File: src/rtl/cdb_arbiter_pkg.sv
// Shared widths and source encodings for the common data bus arbiter.
// Also holds the round-robin pick function used by cdb_arbiter.
package cdb_arbiter_pkg;

  localparam int ROB_LR_WIDTH = 4;
  localparam int DATA_WIDTH   = 32;

  localparam logic CDB_SRC_RS  = 1'b0;
  localparam logic CDB_SRC_SLB = 1'b1;

  // SLB wins when it is the only candidate or when it holds the priority token.
  function automatic logic pick_slb(input logic alu_ne, input logic lsu_ne, input logic pri);
    return lsu_ne && (!alu_ne || (pri == CDB_SRC_SLB));
  endfunction

endpackage

File: src/rtl/cdb_fifo.sv
// Small synchronous FIFO buffering one producer's results for the CDB.
// Freezes completely while rdy is low; flush empties it in a single edge.
module cdb_fifo #(
  parameter int WIDTH = 69,
  parameter int DEPTH = 2
) (
  input  logic             clk,
  input  logic             rst,
  input  logic             rdy,
  input  logic             flush,
  input  logic             push,
  input  logic             pop,
  input  logic [WIDTH-1:0] din,
  output logic [WIDTH-1:0] dout,
  output logic             empty,
  output logic             full
);

  localparam int PTR_W = (DEPTH > 1) ? $clog2(DEPTH) : 1;
  localparam int CNT_W = $clog2(DEPTH + 1);

  logic [PTR_W-1:0] rd_q, rd_d, wr_q, wr_d;
  logic [CNT_W-1:0] cnt_q, cnt_d;
  logic [WIDTH-1:0] mem_q [DEPTH];
  logic             do_push, do_pop;

  assign empty   = (cnt_q == '0);
  assign full    = (cnt_q == CNT_W'(DEPTH));
  assign do_push = push && !full;
  assign do_pop  = pop && !empty;
  assign dout    = mem_q[rd_q];

  // Pointers wrap naturally because DEPTH is a power of two.
  always_comb begin
    rd_d  = rd_q;
    wr_d  = wr_q;
    cnt_d = cnt_q;
    if (flush) begin
      rd_d  = '0;
      wr_d  = '0;
      cnt_d = '0;
    end else begin
      if (do_push) wr_d = wr_q + PTR_W'(1);
      if (do_pop)  rd_d = rd_q + PTR_W'(1);
      case ({do_push, do_pop})
        2'b10:   cnt_d = cnt_q + CNT_W'(1);
        2'b01:   cnt_d = cnt_q - CNT_W'(1);
        default: cnt_d = cnt_q;
      endcase
    end
  end

  always_ff @(posedge clk) begin
    if (rst) begin
      rd_q  <= '0;
      wr_q  <= '0;
      cnt_q <= '0;
    end else if (rdy) begin
      rd_q  <= rd_d;
      wr_q  <= wr_d;
      cnt_q <= cnt_d;
    end
  end

  always_ff @(posedge clk) begin
    if (rdy && !flush && do_push) mem_q[wr_q] <= din;
  end

endmodule

File: src/rtl/cdb_arbiter.sv
// Round-robin arbiter sharing the ROB result-write port between the RS
// execution path and the SLB, with one small FIFO per producer.
module cdb_arbiter
  import cdb_arbiter_pkg::*;
#(
  parameter int ROB_W  = ROB_LR_WIDTH,
  parameter int DATA_W = DATA_WIDTH,
  parameter int DEPTH  = 2
) (
  input  logic              clk,
  input  logic              rst,
  input  logic              rdy,
  input  logic              Clear_flag,
  input  logic              alu_valid,
  input  logic [ROB_W-1:0]  alu_tag,
  input  logic [DATA_W-1:0] alu_value,
  input  logic [DATA_W-1:0] alu_jumppc,
  input  logic              alu_jumppc_valid,
  output logic              alu_ready,
  input  logic              lsu_valid,
  input  logic [ROB_W-1:0]  lsu_tag,
  input  logic [DATA_W-1:0] lsu_value,
  output logic              lsu_ready,
  output logic              cdb_valid,
  output logic [ROB_W-1:0]  cdb_tag,
  output logic [DATA_W-1:0] cdb_value,
  output logic [DATA_W-1:0] cdb_jumppc,
  output logic              cdb_jumppc_valid,
  output logic              cdb_src
);

  localparam int ENTRY_W = ROB_W + 2 * DATA_W + 1;

  logic [ENTRY_W-1:0] alu_din, lsu_din, alu_head, lsu_head, sel_head;
  logic alu_empty, alu_full, lsu_empty, lsu_full;
  logic alu_push, lsu_push, alu_pop, lsu_pop;
  logic grant_slb;
  logic pri_q;

  assign alu_din = {alu_tag, alu_value, alu_jumppc, alu_jumppc_valid};
  assign lsu_din = {lsu_tag, lsu_value, {DATA_W{1'b0}}, 1'b0};

  assign alu_ready = rdy && !alu_full;
  assign lsu_ready = rdy && !lsu_full;
  assign alu_push  = alu_valid && alu_ready && !Clear_flag;
  assign lsu_push  = lsu_valid && lsu_ready && !Clear_flag;

  assign grant_slb = pick_slb(!alu_empty, !lsu_empty, pri_q);
  assign sel_head  = grant_slb ? lsu_head : alu_head;

  // A broadcast during a flush is left in place; the flush empties both FIFOs anyway.
  assign alu_pop = cdb_valid && !grant_slb && !Clear_flag;
  assign lsu_pop = cdb_valid &&  grant_slb && !Clear_flag;

  always_comb begin
    cdb_valid        = 1'b0;
    cdb_tag          = '0;
    cdb_value        = '0;
    cdb_jumppc       = '0;
    cdb_jumppc_valid = 1'b0;
    cdb_src          = CDB_SRC_RS;
    if (rdy && (!alu_empty || !lsu_empty)) begin
      cdb_valid = 1'b1;
      {cdb_tag, cdb_value, cdb_jumppc, cdb_jumppc_valid} = sel_head;
      cdb_src   = grant_slb ? CDB_SRC_SLB : CDB_SRC_RS;
    end
  end

  always_ff @(posedge clk) begin
    if (rst) begin
      pri_q <= CDB_SRC_RS;
    end else if (rdy) begin
      if (Clear_flag)     pri_q <= CDB_SRC_RS;
      else if (cdb_valid) pri_q <= ~cdb_src;
    end
  end

  cdb_fifo #(.WIDTH(ENTRY_W), .DEPTH(DEPTH)) u_alu_fifo (
    .clk   (clk),
    .rst   (rst),
    .rdy   (rdy),
    .flush (Clear_flag),
    .push  (alu_push),
    .pop   (alu_pop),
    .din   (alu_din),
    .dout  (alu_head),
    .empty (alu_empty),
    .full  (alu_full)
  );

  cdb_fifo #(.WIDTH(ENTRY_W), .DEPTH(DEPTH)) u_lsu_fifo (
    .clk   (clk),
    .rst   (rst),
    .rdy   (rdy),
    .flush (Clear_flag),
    .push  (lsu_push),
    .pop   (lsu_pop),
    .din   (lsu_din),
    .dout  (lsu_head),
    .empty (lsu_empty),
    .full  (lsu_full)
  );

endmodule

File: config.mk
export PLATFORM = sky130hd
export DESIGN_NAME = cdb_arbiter
export DESIGN_NICKNAME = d
export VERILOG_FILES = /design/src/rtl/cdb_arbiter_pkg.sv /design/src/rtl/cdb_fifo.sv /design/src/rtl/cdb_arbiter.sv
export SDC_FILE = /design/constraint.sdc
export NUM_CORES = 1
export LEC_CHECK = 0
export ABC_AREA = 1
export BUFFER_PORTS_ARGS = -buffer_cell sky130_fd_sc_hd__buf_2
export CAP_MARGIN = 20
export CORE_UTILIZATION = 40
export DETAILED_ROUTE_END_ITERATION = 16
export PLACE_DENSITY = 0.65
export SYNTH_ARGS = -nofsm -noshare
export SYNTH_HDL_FRONTEND = slang
export SYNTH_SLANG_ARGS = --single-unit
File: constraint.sdc
create_clock -name clk -period 6 [get_ports clk]
set_input_delay 0.9 -clock clk [delete_from_list [all_inputs] [get_ports clk]]
set_output_delay 0.9 -clock clk [all_outputs]
set_load 0.005 [all_outputs]
---- Word-level counts from Yosys, hierarchy flattened ----
Memory sizes are Yosys's and may differ from the RTL's. A register that Yosys moved wholly into a read port is not among the register bits.
Cells that the tools add are included.
storage, ports and cells
  output and inout bits ................... 73
  memories kept ........................... 2
  input bits .............................. 111
  word-level logic and storage cells ...... 97
  RAM bits ................................ 210
  flip-flop bits (word level) ............. 9
cells by class
  muxes and demuxes ....................... 30
  bitwise operators ....................... 1
  add/subtract/negate cells ............... 8
  reduce and logical (&&, ||, !) cells .... 43
  equal/unequal tests ..................... 6
memory list
  memory            words  bits a word  rd ports  clocked after Yosys merged registers in  wr ports  RTL line        RTL
  u_alu_fifo.mem_q  2      69           1         1                                        1         cdb_fifo.sv:24  logic [WIDTH-1:0] mem_q [DEPTH];
  u_lsu_fifo.mem_q  2      36           1         1                                        1         cdb_fifo.sv:24
operators with widths
  kind                                                                    number
  69-bit two-way mux                                                      1
  32-bit two-way mux                                                      2
  1-bit two-way mux                                                       22
  1-bit logical AND                                                       19
  2-bit AND reduction                                                     7
  2-bit nonzero test                                                      5
  2-bit equality test (second input constant)                             4
  2-bit case mux with 2 select lines                                      2
  1-bit zero test                                                         6
  3-bit nonzero test                                                      2
  1-bit adder (second input constant)                                     4
  2-bit by 1-bit adder with 2-bit output (second input constant)          2
  2-bit by 1-bit equality test with 1-bit output (second input constant)  2
  2-bit zero test                                                         2
  2-bit two-way mux                                                       2
  4-bit two-way mux                                                       1
  2-bit by 1-bit subtractor with 2-bit output (second input constant)     2
  1-bit logical OR                                                        2
  1-bit NOT                                                               1

---- Longest topological paths before layout ----
Gate-level depths: netlist of the first run.
  depth in word-level cells ............... 12
  mapped depth ............................ 10

---- Cells and area by module ----
From an unflattened synthesis of the first run, not the netlist that was laid out.
unflattened totals
  cells, all modules ...................... 780
  area total of the unflattened synthesis .. 11662.4 µm²
by module, submodules not included
  module       times used  area an instance (µm²)  cells an instance  sequential area each (µm²)
  cdb_fifo     2           5286.3                  265                4244.1
  cdb_arbiter  1           1089.8                  250                20.0

---- Worst setup path before layout of the first run ----
OpenSTA, ideal clock, no wires.
  kind .................................... input -> register
  start point ............................. input rdy
  end point ............................... memory u_alu_fifo.mem_q[1][0] (enable)
  arrival time ............................ 4.138 ns
  data required time ...................... 5.502 ns
  buffers on the path ..................... 1
  setup slack ............................. 1.364 ns
  stages .................................. 3
  cell sequence ........................... buf_4 nand4_1 nor2_1
on the way
  longest elaborated chain between the ends .. 7
  elaborated cells between the ends (all ways) .. 8
  those cells by class .................... mux: 2; reduce/logical: 6
RTL lines
  item                                       RTL line           RTL
  start, declared                            cdb_arbiter.sv:12  input logic rdy,
  1-bit logical AND                          cdb_arbiter.sv:43  assign alu_ready = rdy && !alu_full;
  1-bit logical AND (2 in series)            cdb_arbiter.sv:45  assign alu_push = alu_valid && alu_ready && !Clear_flag;
  1-bit logical AND                          cdb_fifo.sv:29     assign do_push = push && !full;
  1-bit logical AND *                        cdb_fifo.sv:66     if (rdy && !flush && do_push) mem_q[wr_q] <= din;
  1-bit two-way mux *                        cdb_fifo.sv:66
  1-bit two-way mux (implied by the code) *  cdb_fifo.sv:66
  end, declared                              cdb_fifo.sv:24
Every way passes the cells marked *; elsewhere a longest branch is shown, timed or not.

==> Flow_metrics.wiki, run 1 <==
{| class="wikitable"
! Metric !! Value
|-
| Run status || finished, final reports clean
|-
| Async SR Flop Fraction || 0%
|-
| Post-synth EDFFs || 210
|-
| Max Slew Vio Count || 0
|-
| Time the final worst path needs with I/O delays and setup || 3.73 ns
|-
| Y dimension of the die || 150 µm
|-
| Number of resized instances in the post-cts repair step || 0
|-
| GRT Residual Overflow || 0
|-
| Largest stage delay on the critical path || about 0.94 ns
|-
| Setup Buffers After CTS || 0
|-
| Count of routing violations after the opening detailed-route iteration || 339
|-
| Number of flip-flops and latches in the synthesized netlist || ~220
|-
| Top cells by area in the synthesized netlist || sky130_fd_sc_hd__edfxtp_1, sky130_fd_sc_hd__mux2i_1, sky130_fd_sc_hd__o32ai_2
|-
| Die Outline Area || 0.0224 mm²
|-
| First-pass detailed-route iteration total || 4
|-
| Netlist cell types || 29
|-
| Post-synthesis sequential area ratio || 75.0%
|-
| Clock latency of the later-clocked register in the worst-skew pair || 0.51 ns
|-
| Clock transition at path regs || about 0.060 ns
|-
| Die Span X || roughly 150 µm
|-
| Net count after synthesis || 698
|-
| Achievable clock frequency || approximately 0.27 GHz
|-
| Average cell area after synthesis || 14.8 µm²
|-
| Post-synth top flop || sky130_fd_sc_hd__edfxtp_1
|-
| Worst path buffer plus inverter count || 3
|-
| Highest ir drop seen on vdd || between 200 and 250 µV
|-
| Series of cell instances along the critical path || clkinv_1, buf_4, nor2_1, o32ai_2, buf_2
|-
| Worst endpoint data arrival time || between 2 and 3 ns
|-
| Fill cell total of the finished layout || 1805
|-
| Final ANT Viol Nets || 0
|-
| Yosys warning total || 0
|-
| Pin count of the biggest net entering global routing || 72
|-
| Total length of routed wires || 18.9 mm
|-
| DR vias/cell || around 5
|-
| Family with the most delay on the worst path || buffers and inverters
|-
| Quantity of I/O buffers inserted on ports || 183
|-
| Post-synthesis cell count || between 500 and 600
|-
| CTS hold repair buffers || 0
|-
| Type of the worst min-delay path || reg -> reg
|-
| Vias || about 5300
|-
| Cell area after synthesis || 0.00871 mm²
|-
| Crit start category || register
|-
| Transition time at the pin with the least slew margin || 1.08 ns
|-
| CTS Buf Count || 24
|-
| Starting density of the core || 41.2%
|-
| Routability Congestion || 0.803
|-
| CTS Sinks || 221
|-
| Clock buffer depth || 3
|-
| Crit. End Element || output pin
|-
| Final net count || 884
|-
| Post-Place Setup Slack || around 2.4 ns
|-
| Final routed DRC violation total || 0
|-
| Register area || 0.00653 mm²
|-
| Synth top area share || between 70% and 80%
|-
| Via count of the first global-routing pass || 5258
|-
| Maximum fanout along the worst path || 37
|-
| Final cycle utilization of the critical path || 62.2%
|-
| Core region area || 0.0212 mm²
|-
| Number of cell rows || 53
|-
| Maximum Capacitance Violations || 0
|-
| Root Buffer Master || sky130_fd_sc_hd__clkbuf_16
|-
| DPL Wire Length || 12.0 mm
|-
| Cell Pwr Density || 319 mW/mm²
|-
| Summed negative setup slack over all endpoints || 0 ns
|-
| Final setup fails || 0
|-
| Critical Path RT || between 5 and 6 ns
|-
| Most numerous cell in the Yosys netlist || sky130_fd_sc_hd__edfxtp_1
|-
| P&R area growth vs syn || 21.9%
|-
| Synth area leader || sky130_fd_sc_hd__edfxtp_1
|-
| Worst Path Class, Setup || reg -> out
|-
| Antenna violations before repair || 7
|-
| Cell with the largest stage delay on the worst path || sky130_fd_sc_hd__dfxtp_2
|-
| Setup repair after global routing missed its margin || false
|-
| Least setup slack across all paths after layout || 2.27 ns
|-
| Slew Limit Headroom || 28.1%
|-
| IO Pins || roughly 180
|-
| Worst Clk Skew || 0.0240 ns
|-
| Final core utilization || 50.2%
|-
| Worst hold slack after final layout || 0.461 ns
|-
| Tot GR Track Use || between 10% and 20%
|-
| Combined area of the multi-input logic cells || a little under 0.002 mm²
|-
| CTS H-tree depth || 1
|-
| Ranking of synthesized cells by instance count || sky130_fd_sc_hd__edfxtp_1, sky130_fd_sc_hd__nand2_1, sky130_fd_sc_hd__nor2_1
|-
| Layout cell share with drive strength beyond 1 || 34.7%
|-
| TritonCTS clock tree || yes
|-
| Leakage power total || approximately 0.004 µW
|-
| WL/cell || 17.7 µm
|-
| Final Hold Vio Count || 0
|-
| Global-route wire length before repair || ~28 mm
|}
flip-flops by register name, summed over array words and instances (netlist names), named ones only:
name,cells
u_alu_fifo.cnt_q,2
u_alu_fifo.rd_q,1
u_alu_fifo.wr_q,1
u_lsu_fifo.cnt_q,2
u_alu_fifo.mem_q,138
u_lsu_fifo.rd_q,1
u_lsu_fifo.mem_q,72
u_lsu_fifo.wr_q,1
pri_q,1
worst reg2reg max path, cell delays in order (launching register included):
cell and delay (ns):
sky130_fd_sc_hd__dfxtp_1 0.41, sky130_fd_sc_hd__inv_1 0.10, sky130_fd_sc_hd__nand2_1 0.14, sky130_fd_sc_hd__nand4_1 0.28, sky130_fd_sc_hd__nor2_4 0.78, sky130_fd_sc_hd__buf_4 0.63
routing by layer:
layer  vias to the layer above  wire, µm  global-route usage, %
met2                       208      8660                   26.8
met3                        29      1780                   5.70
met1                      2565      8050                   21.5
met5                         -        34                      0
li1                       2539         -                      -
met4                         6       365                   4.64
cells in the final DEF (no fill, tap or decap), types with 2 or more instances in the layout:
cell / instances
sky130_fd_sc_hd__clkbuf_16: 24
sky130_fd_sc_hd__nor2_4: 5
sky130_fd_sc_hd__o32ai_2: 21
sky130_fd_sc_hd__clkinv_2: 5
sky130_fd_sc_hd__dfxtp_1: 9
sky130_fd_sc_hd__buf_4: 7
sky130_fd_sc_hd__a21oi_2: 10
sky130_fd_sc_hd__inv_2: 2
sky130_fd_sc_hd__buf_2: 183
sky130_fd_sc_hd__diode_2: 5
sky130_fd_sc_hd__clkinv_1: 8
sky130_fd_sc_hd__a21oi_1: 29
sky130_fd_sc_hd__nand3_2: 3
sky130_fd_sc_hd__nand3_1: 5
sky130_fd_sc_hd__nand4_1: 3
sky130_fd_sc_hd__mux2i_1: 36
sky130_fd_sc_hd__nor2_1: 83
sky130_fd_sc_hd__o32ai_1: 15
sky130_fd_sc_hd__o21ai_0: 4
sky130_fd_sc_hd__nand2_2: 2
sky130_fd_sc_hd__edfxtp_1: 210
sky130_fd_sc_hd__nor2_2: 5
sky130_fd_sc_hd__nand2_1: 88
sky130_fd_sc_hd__inv_1: 16
sky130_fd_sc_hd__clkinv_8: 2
sky130_fd_sc_hd__clkbuf_1: 5
report_power, final:
group	leakage (µW)	total (µW)	internal (µW)	switching, µW
registers	0.00200	1750	1730	25.3
clock network	0.000344	1300	735	560
logic	0.00165	334	137	196
total	0.00399	3380	2600	782
area by class of cell:
type | instances | area share (%)
antenna | 5 | 0.118
clock buffer | 29 | 5.84
clock inverter | 13 | 0.755
inverter | 20 | 0.707
multi-input combinational | 315 | 18.5
sequential | 221 | 61.5
tap | 275 | 3.24
timing repair buffer | 191 | 9.31
kinds of logic (layout without fill, tap and decap cells):
logic type	count (synthesis)	in the layout	synth area share, %
compound gates	82	82	8.69
xor+xnor	1	1	0.101
buf+inv	51	253	2.90
flops	221	221	75.0
mux	36	36	4.14
other cells	0	5	0
simple gates	196	196	9.21
through the flow:
step	power, µW	area [µm²]	std cells
after floorplan	1980	8710	587
after global placement	2120	9880	1021
after detailed placement	2120	9900	1022
after CTS	3430	10600	1064
after global routing	3510	10600	1064
final	3380	10600	1069
final timing paths:
kind	start	slack, ns	end	depth (start not counted)
min	u_lsu_fifo.rd_q$_SDFFE_PP0P_	0.46	register	2
max	register	2.27	cdb_value[24]	5
max reg2reg	u_alu_fifo.cnt_q[0]$_SDFFE_PP0P_	3.28	u_alu_fifo.mem_q[1][32]$_DFFE_PP_	5
min reg2reg	u_lsu_fifo.rd_q$_SDFFE_PP0P_	0.46	register	2
(Power assumes the default switching activity.)
==> inputs of run 2 (changes only) <==
PLACE_DENSITY = 0.67   (was 0.65)
clock period = 3.3 ns   (was 6 ns; I/O delays follow)
==> run 2 against run 1 <==
Sequential cell count unchanged. Total power grew 82%. Routed wire length is 0.49% higher. First-iteration DRC count is 32% lower. Worst setup slack worse by 1.8 ns. Critical path type unchanged. Largest cell class unchanged. Largest power group unchanged.
==> Flow_metrics.wiki, run 2 (synthesized netlist as in run 1, its figures left out) <==
{| class="wikitable"
! Metric !! Value
|-
| Time the final worst path needs with I/O delays and setup || roughly 2.8 ns
|-
| Family with the most delay on the worst path || buffers and inverters
|-
| Inst Count DP || 1028
|-
| Global-route wire length before repair || roughly 30 mm
|-
| Number of cells on the critical path || 6
|-
| DPL Wire Length || 12.0 mm
|-
| Pin count of the biggest net entering global routing || 71
|-
| Setup Buffers After CTS || 0
|-
| FF-to-FF setup slack || between 1 and 1.5 ns
|-
| Die Span X || 150 µm
|-
| Largest stage delay on the critical path || 0.45 ns
|-
| Maximum Capacitance Violations || 0
|-
| Leakage power total || 0.00403 µW
|-
| R2R Path End || u_lsu_fifo.mem_q[1][4]$_DFFE_PP_
|-
| Total length of routed wires || around 19 mm
|-
| Count of routing violations after the opening detailed-route iteration || 229
|-
| Register with the highest flop count || u_alu_fifo.mem_q
|-
| Via count of the first global-routing pass || around 5500
|-
| First-pass detailed-route iteration total || 6
|-
| Setup repair after global routing missed its margin || false
|-
| Final routed DRC violation total || 0
|-
| Worst Path Class, Setup || reg -> out
|-
| Worst setup path startpoint || u_lsu_fifo.cnt_q[0]$_SDFFE_PP0P_
|-
| Y dimension of the die || 150 µm
|-
| Routability Congestion || roughly 0.8
|-
| Worst endpoint data arrival time || approximately 2.3 ns
|-
| Achievable clock frequency || 0.358 GHz
|-
| Clock latency of the later-clocked register in the worst-skew pair || 0.52 ns
|-
| Clock buffer depth || 3
|-
| Cell with the largest stage delay on the worst path || sky130_fd_sc_hd__buf_4
|-
| Filler-free cell count of the finished design || 1073
|-
| Crit. End Element || output pin
|-
| CTS H-tree depth || 1
|-
| Slew Limit Headroom || just over 60%
|-
| TritonCTS clock tree || yes
|-
| Leading cell types in the layout, fill and taps excluded || sky130_fd_sc_hd__edfxtp_1, sky130_fd_sc_hd__buf_2, sky130_fd_sc_hd__nand2_1
|-
| Timing endpoint of the critical path || cdb_value[2]
|-
| Transition time at the pin with the least slew margin || between 0.5 and 0.6 ns
|-
| Run status || finished, final reports clean
|-
| Summed negative setup slack over all endpoints || 0 ns
|-
| Vias || around 5300
|-
| WL/cell || 17.7 µm
|-
| Final cycle utilization of the critical path || 84.6%
|-
| Maximum fanout along the worst path || 24
|-
| Layout cell share with drive strength beyond 1 || around a third
|-
| Final setup fails || 0
|-
| Critical Path RT || 2.80 ns
|-
| DR vias/cell || 4.98
|-
| Max Slew Vio Count || 0
|-
| Fill cell total of the finished layout || approximately 1800
|-
| Highest ir drop seen on vdd || approximately 480 µV
|-
| Most frequent standard cell in the layout excluding fill and tap cells || sky130_fd_sc_hd__edfxtp_1
|-
| Tot GR Track Use || 17.1%
|-
| Final ANT Viol Nets || 0
|-
| Number of cell rows || 53
|-
| Clock transition at path regs || 0.06 ns
|-
| Antenna violations before repair || 3
|-
| Flip-flop count of the largest register, all copies and words added || 138
|-
| CTS Buf Count || 24
|-
| Worst path buffer plus inverter count || 2
|-
| Final net count || 891
|-
| Crit start category || register
|-
| Core region area || 0.0212 mm²
|-
| Cell Pwr Density || 575 mW/mm²
|-
| CTS Sinks || 221
|-
| GRT Residual Overflow || 0
|-
| Registers with the most flip-flops || u_alu_fifo.mem_q x138, u_lsu_fifo.mem_q x72
|-
| Worst reg2reg path startpoint || u_lsu_fifo.cnt_q[0]$_SDFFE_PP0P_
|-
| P&R area growth vs syn || 22.8%
|-
| IO Pins || roughly 180
|-
| Series of cell instances along the critical path || nor2_2, a21oi_4, nand2_4, buf_4, o32ai_1, buf_2
|-
| Root Buffer Master || sky130_fd_sc_hd__clkbuf_16
|-
| Type of the worst min-delay path || in -> reg
|-
| Worst Clk Skew || 0.0165 ns
|-
| Count of cells along the worst register-to-register path || 7
|-
| Quantity of I/O buffers inserted on ports || roughly 180
|-
| Die Outline Area || 0.0224 mm²
|-
| Starting density of the core || 41.2%
|-
| Final Hold Vio Count || 0
|}
==> run 2: cell count changes in the layout (fill, tap and decap cells not counted), sizes merged <==
cell,delta
buf,+7
clkbuf,+4
clkinv,-4
clkinvlp,+1
diode,-4
==> run 2: repair_timing <==
action                                  CTS  global route
hold buffers                              0             0
gates resized for setup                   0             1
endpoints found under the hold margin     0             0
endpoints found under the setup margin    0             1
==> run 2: worst min path at each step <==
stage / startpoint / endpoint / slack [ns] / cells after the start
2_1_floorplan: u_lsu_fifo.rd_q$_SDFFE_PP0P_ / register / 0.44 / 2
3_3_place_gp: u_lsu_fifo.rd_q$_SDFFE_PP0P_ / register / 0.44 / 2
3_5_place_dp: u_lsu_fifo.rd_q$_SDFFE_PP0P_ / register / 0.45 / 2
4_1_cts: alu_jumppc[22] / u_alu_fifo.mem_q[0][23]$_DFFE_PP_ / 0.14 / 1
5_1_grt: alu_jumppc[22] / u_alu_fifo.mem_q[1][23]$_DFFE_PP_ / 0.14 / 1
6_report: alu_jumppc[22] / u_alu_fifo.mem_q[0][23]$_DFFE_PP_ / 0.16 / 1
==> run 2: layout make-up <==
| type | count | area, µm² | area share, % |
|---|---|---|---|
| timing repair buffer | 198 | 1090 | 10.2 |
| clock inverter | 10 | 55.1 | 0.515 |
| multi-input combinational | 315 | 1960 | 18.3 |
| clock buffer | 33 | 634 | 5.93 |
| antenna | 1 | 2.50 | 0.0234 |
| tap | 275 | 344 | 3.22 |
| sequential | 221 | 6530 | 61.1 |
| inverter | 20 | 78.8 | 0.737 |
==> run 2: per-stage QoR <==
stage               cell area [µm²]  power, µW  hold WS (ns)  util, %  setup WS [ns]
finish                        10700       6150         0.163     50.5          0.508
floorplan                      8710       3590         0.436        -          0.193
global placement               9970       3850         0.443     47.1          0.687
detailed placement             9970       3870         0.452     47.1          0.715
CTS                           10700       6230         0.139     50.4          0.167
global route                  10700       6410         0.136     50.5          0.341
==> run 2: metal layers <==
metal,part of all wire (%),GRT usage [%]
met3,9.1,5.79
met4,2.1,5.00
met5,0.14,0
met1,41,21.0
met2,48,28.5
==> run 2: worst reg2reg max path: stages (launching register included) <==
cell and delay [ns]:
sky130_fd_sc_hd__dfxtp_1 0.43, sky130_fd_sc_hd__nor2_1 0.09, sky130_fd_sc_hd__nor2_2 0.12, sky130_fd_sc_hd__nand2_1 0.13, sky130_fd_sc_hd__nor2_2 0.16, sky130_fd_sc_hd__inv_1 0.12, sky130_fd_sc_hd__nor2_4 0.41, sky130_fd_sc_hd__buf_12 0.28
==> run 2: where the power goes <==
group / leakage, µW / internal (µW) / total [µW] / switching [µW]
Sequential: 0.00200 / 3140 / 3170 / 31.9
Clock: 0.000337 / 1340 / 2350 / 1010
Combinational: 0.00170 / 259 / 632 / 373
==> inputs of run 3 (changes only) <==
PLACE_DENSITY = 0.65   (was 0.67)
clock period = 2.65 ns   (was 3.3 ns; I/O delays follow)
==> run 3 against run 2 <==
Sequential cell count is the same. Register-to-register slack got worse by 0.47 ns. Highest routed layer unchanged. Die area unchanged. Worst setup slack worse by 0.40 ns. Routed wire length barely moved. Count of clock-buffer cells in the layout decreased by 4. Critical path depth rose by 1. Non-clock buffer count is 1 higher.
==> Flow_metrics.wiki, run 3 (synthesized netlist as in run 1, its figures left out) <==
{| class="wikitable"
! Metric !! Value
|-
| Run status || finished, final reports clean
|-
| WL/cell || ~18 µm
|-
| Largest stage delay on the critical path || around 0.36 ns
|-
| Core region area || 0.0212 mm²
|-
| Antenna violations before repair || 4
|-
| Vias || 5318
|-
| First-pass detailed-route iteration total || 4
|-
| Starting density of the core || 41.2%
|-
| Transition time at the pin with the least slew margin || between 0.4 and 0.5 ns
|-
| Worst hold slack after final layout || 0.0844 ns
|-
| Cell with the largest stage delay on the worst path || sky130_fd_sc_hd__dfxtp_1
|-
| DPL Wire Length || 12.3 mm
|-
| Fill cell total of the finished layout || 1794
|-
| Die Span X || 150 µm
|-
| GRT Residual Overflow || 0
|-
| P&R area growth vs syn || 23.8%
|-
| Slew Limit Headroom || 68.6%
|-
| Global-route wire length before repair || 28.8 mm
|-
| Pin count of the biggest net entering global routing || 48
|-
| Time the final worst path needs with I/O delays and setup || between 2 and 3 ns
|-
| Achievable clock frequency || approximately 0.39 GHz
|-
| Max Slew Vio Count || 0
|-
| Final Hold Vio Count || 0
|-
| Type of the worst min-delay path || in -> reg
|-
| Count of cells along the worst register-to-register path || 5
|-
| Total length of routed wires || 19.0 mm
|-
| Final cycle utilization of the critical path || 95.9%
|-
| Setup repair after global routing missed its margin || false
|-
| R2R Path End || u_alu_fifo.mem_q[0][56]$_DFFE_PP_
|-
| Worst setup path startpoint || u_alu_fifo.cnt_q[1]$_SDFFE_PP0P_
|-
| Crit. End Element || output pin
|-
| Register with the highest flop count || u_alu_fifo.mem_q
|-
| Timing endpoint of the critical path || cdb_value[24]
|-
| Clock buffer depth || 3
|-
| Leakage power total || 0.00407 µW
|-
| Flip-flop count of the largest register, all copies and words added || 138
|-
| TritonCTS clock tree || yes
|-
| Final ANT Viol Nets || 0
|-
| Tot GR Track Use || approximately 17%
|-
| Series of cell instances along the critical path || nor2_4, nor2_1, nor2_2, nand2_2, buf_4, o32ai_2, buf_2
|-
| Count of routing violations after the opening detailed-route iteration || 249
|-
| Quantity of I/O buffers inserted on ports || 183
|-
| CTS Buf Count || 24
|-
| Die Outline Area || 0.0224 mm²
|-
| Clock transition at path regs || 0.06 ns
|-
| Maximum Capacitance Violations || 0
|-
| Leading cell types in the layout, fill and taps excluded || sky130_fd_sc_hd__edfxtp_1, sky130_fd_sc_hd__buf_2, sky130_fd_sc_hd__nand2_1
|-
| Registers with the most flip-flops || u_alu_fifo.mem_q x138, u_lsu_fifo.mem_q x72
|-
| Worst reg2reg path startpoint || u_alu_fifo.cnt_q[0]$_SDFFE_PP0P_
|-
| Highest ir drop seen on vdd || 554 µV
|-
| Routability Congestion || 0.782
|-
| Final setup fails || 0
|-
| CTS hold repair buffers || 0
|-
| Final routed DRC violation total || 0
|-
| Final net count || 892
|-
| Summed negative setup slack over all endpoints || 0 ns
|-
| Critical Path RT || 2.25 ns
|-
| IO Pins || ~180
|-
| Worst Path Class, Setup || reg -> out
|-
| Crit start category || register
|-
| FF-to-FF setup slack || 0.78 ns
|-
| Y dimension of the die || 150 µm
|-
| Worst Clk Skew || between 0.008 and 0.009 ns
|-
| CTS H-tree depth || 1
|-
| Root Buffer Master || sky130_fd_sc_hd__clkbuf_16
|-
| Setup Buffers After CTS || 0
|-
| Layout cell share with drive strength beyond 1 || 36.0%
|-
| DR vias/cell || 4.94
|-
| Final core utilization || 51.0%
|-
| CTS Sinks || around 220
|-
| Via count of the first global-routing pass || 5339
|-
| Maximum fanout along the worst path || 19
|-
| Clock latency of the later-clocked register in the worst-skew pair || 0.50 ns
|-
| Number of cell rows || 53
|-
| Worst endpoint data arrival time || 2.14 ns
|-
| Cell Pwr Density || 727 mW/mm²
|-
| Most frequent standard cell in the layout excluding fill and tap cells || sky130_fd_sc_hd__edfxtp_1
|}
[run 3: cell count changes in the layout (fill, tap and decap cells not counted), sizes merged]
cell | previous run | this run
bufinv | 0 | 1
diode | 1 | 3
clkinvlp | 1 | 0
buf | 198 | 199
inv | 18 | 19
clkbuf | 33 | 29
clkinv | 11 | 15
[run 3: worst min-delay path by stage]
stage,from,to,slack [ns],cells past startpoint
global route,alu_jumppc[29],u_alu_fifo.mem_q[0][30]$_DFFE_PP_,0.06,1
detailed placement,u_lsu_fifo.rd_q$_SDFFE_PP0P_,register,0.45,2
CTS,alu_jumppc[29],u_alu_fifo.mem_q[1][30]$_DFFE_PP_,0.06,1
finish,alu_value[1],u_alu_fifo.mem_q[0][34]$_DFFE_PP_,0.08,1
floorplan,u_lsu_fifo.rd_q$_SDFFE_PP0P_,register,0.44,2
global placement,u_lsu_fifo.rd_q$_SDFFE_PP0P_,register,0.45,2
[run 3: cell type report]
class / count / area (µm²) / share of cell area (%)
well taps: 275 / 344 / 3.19
repair buffers: 199 / 1100 / 10.2
diodes: 3 / 7.51 / 0.0696
inverters: 20 / 75.1 / 0.696
clock buffers: 29 / 641 / 5.94
multi-input cells: 315 / 1980 / 18.4
clock inverters: 15 / 101 / 0.940
flip-flops and latches: 221 / 6530 / 60.6
[run 3: power breakdown]
group | total [µW] | switching, µW | leakage, µW | internal [µW]
clock network | 3090 | 1270 | 0.000371 | 1820
logic | 807 | 476 | 0.00171 | 330
registers | 3940 | 36.5 | 0.00200 | 3910
[run 3: worst max-delay path, delay by kind of cell, from the launching register on]
kind / cells / cell delay [ns]
AND/OR/NAND/NOR: 4 / 0.49
buffers and inverters: 2 / 0.45
flip-flops: 1 / 0.36
AO/OA/AOI/OAI: 1 / 0.33
[run 3: through the flow]
stage / area, µm² / setup WS [ns] / power (µW) / cells
2_1_floorplan: 8720 / -0.374 / 4480 / 587
3_3_place_gp: 10000 / 0.521 / 4820 / 1030
3_5_place_dp: 10000 / 0.499 / 4830 / 1030
4_1_cts: 10800 / 0.0282 / 7920 / 1074
5_1_grt: 10800 / 0.00132 / 8130 / 1075
6_report: 10800 / 0.108 / 7840 / 1077
[run 3: timing repair]
action                                 4_1_cts  5_1_grt
cloned                                       0        0
setup endpoints to repair                    1        1
endpoints found under the hold margin        0        0
gates resized for setup                      1        2
[run 3: routing by layer]
| metal | wire, µm | up-vias | GRT usage (%) |
|---|---|---|---|
| li1 | - | 2553 | - |
| met3 | 1670 | 26 | 5.18 |
| met1 | 8070 | 2546 | 21.5 |
| met4 | 367 | 2 | 4.03 |
| met5 | 8 | - | 0 |
| met2 | 8870 | 191 | 28.0 |
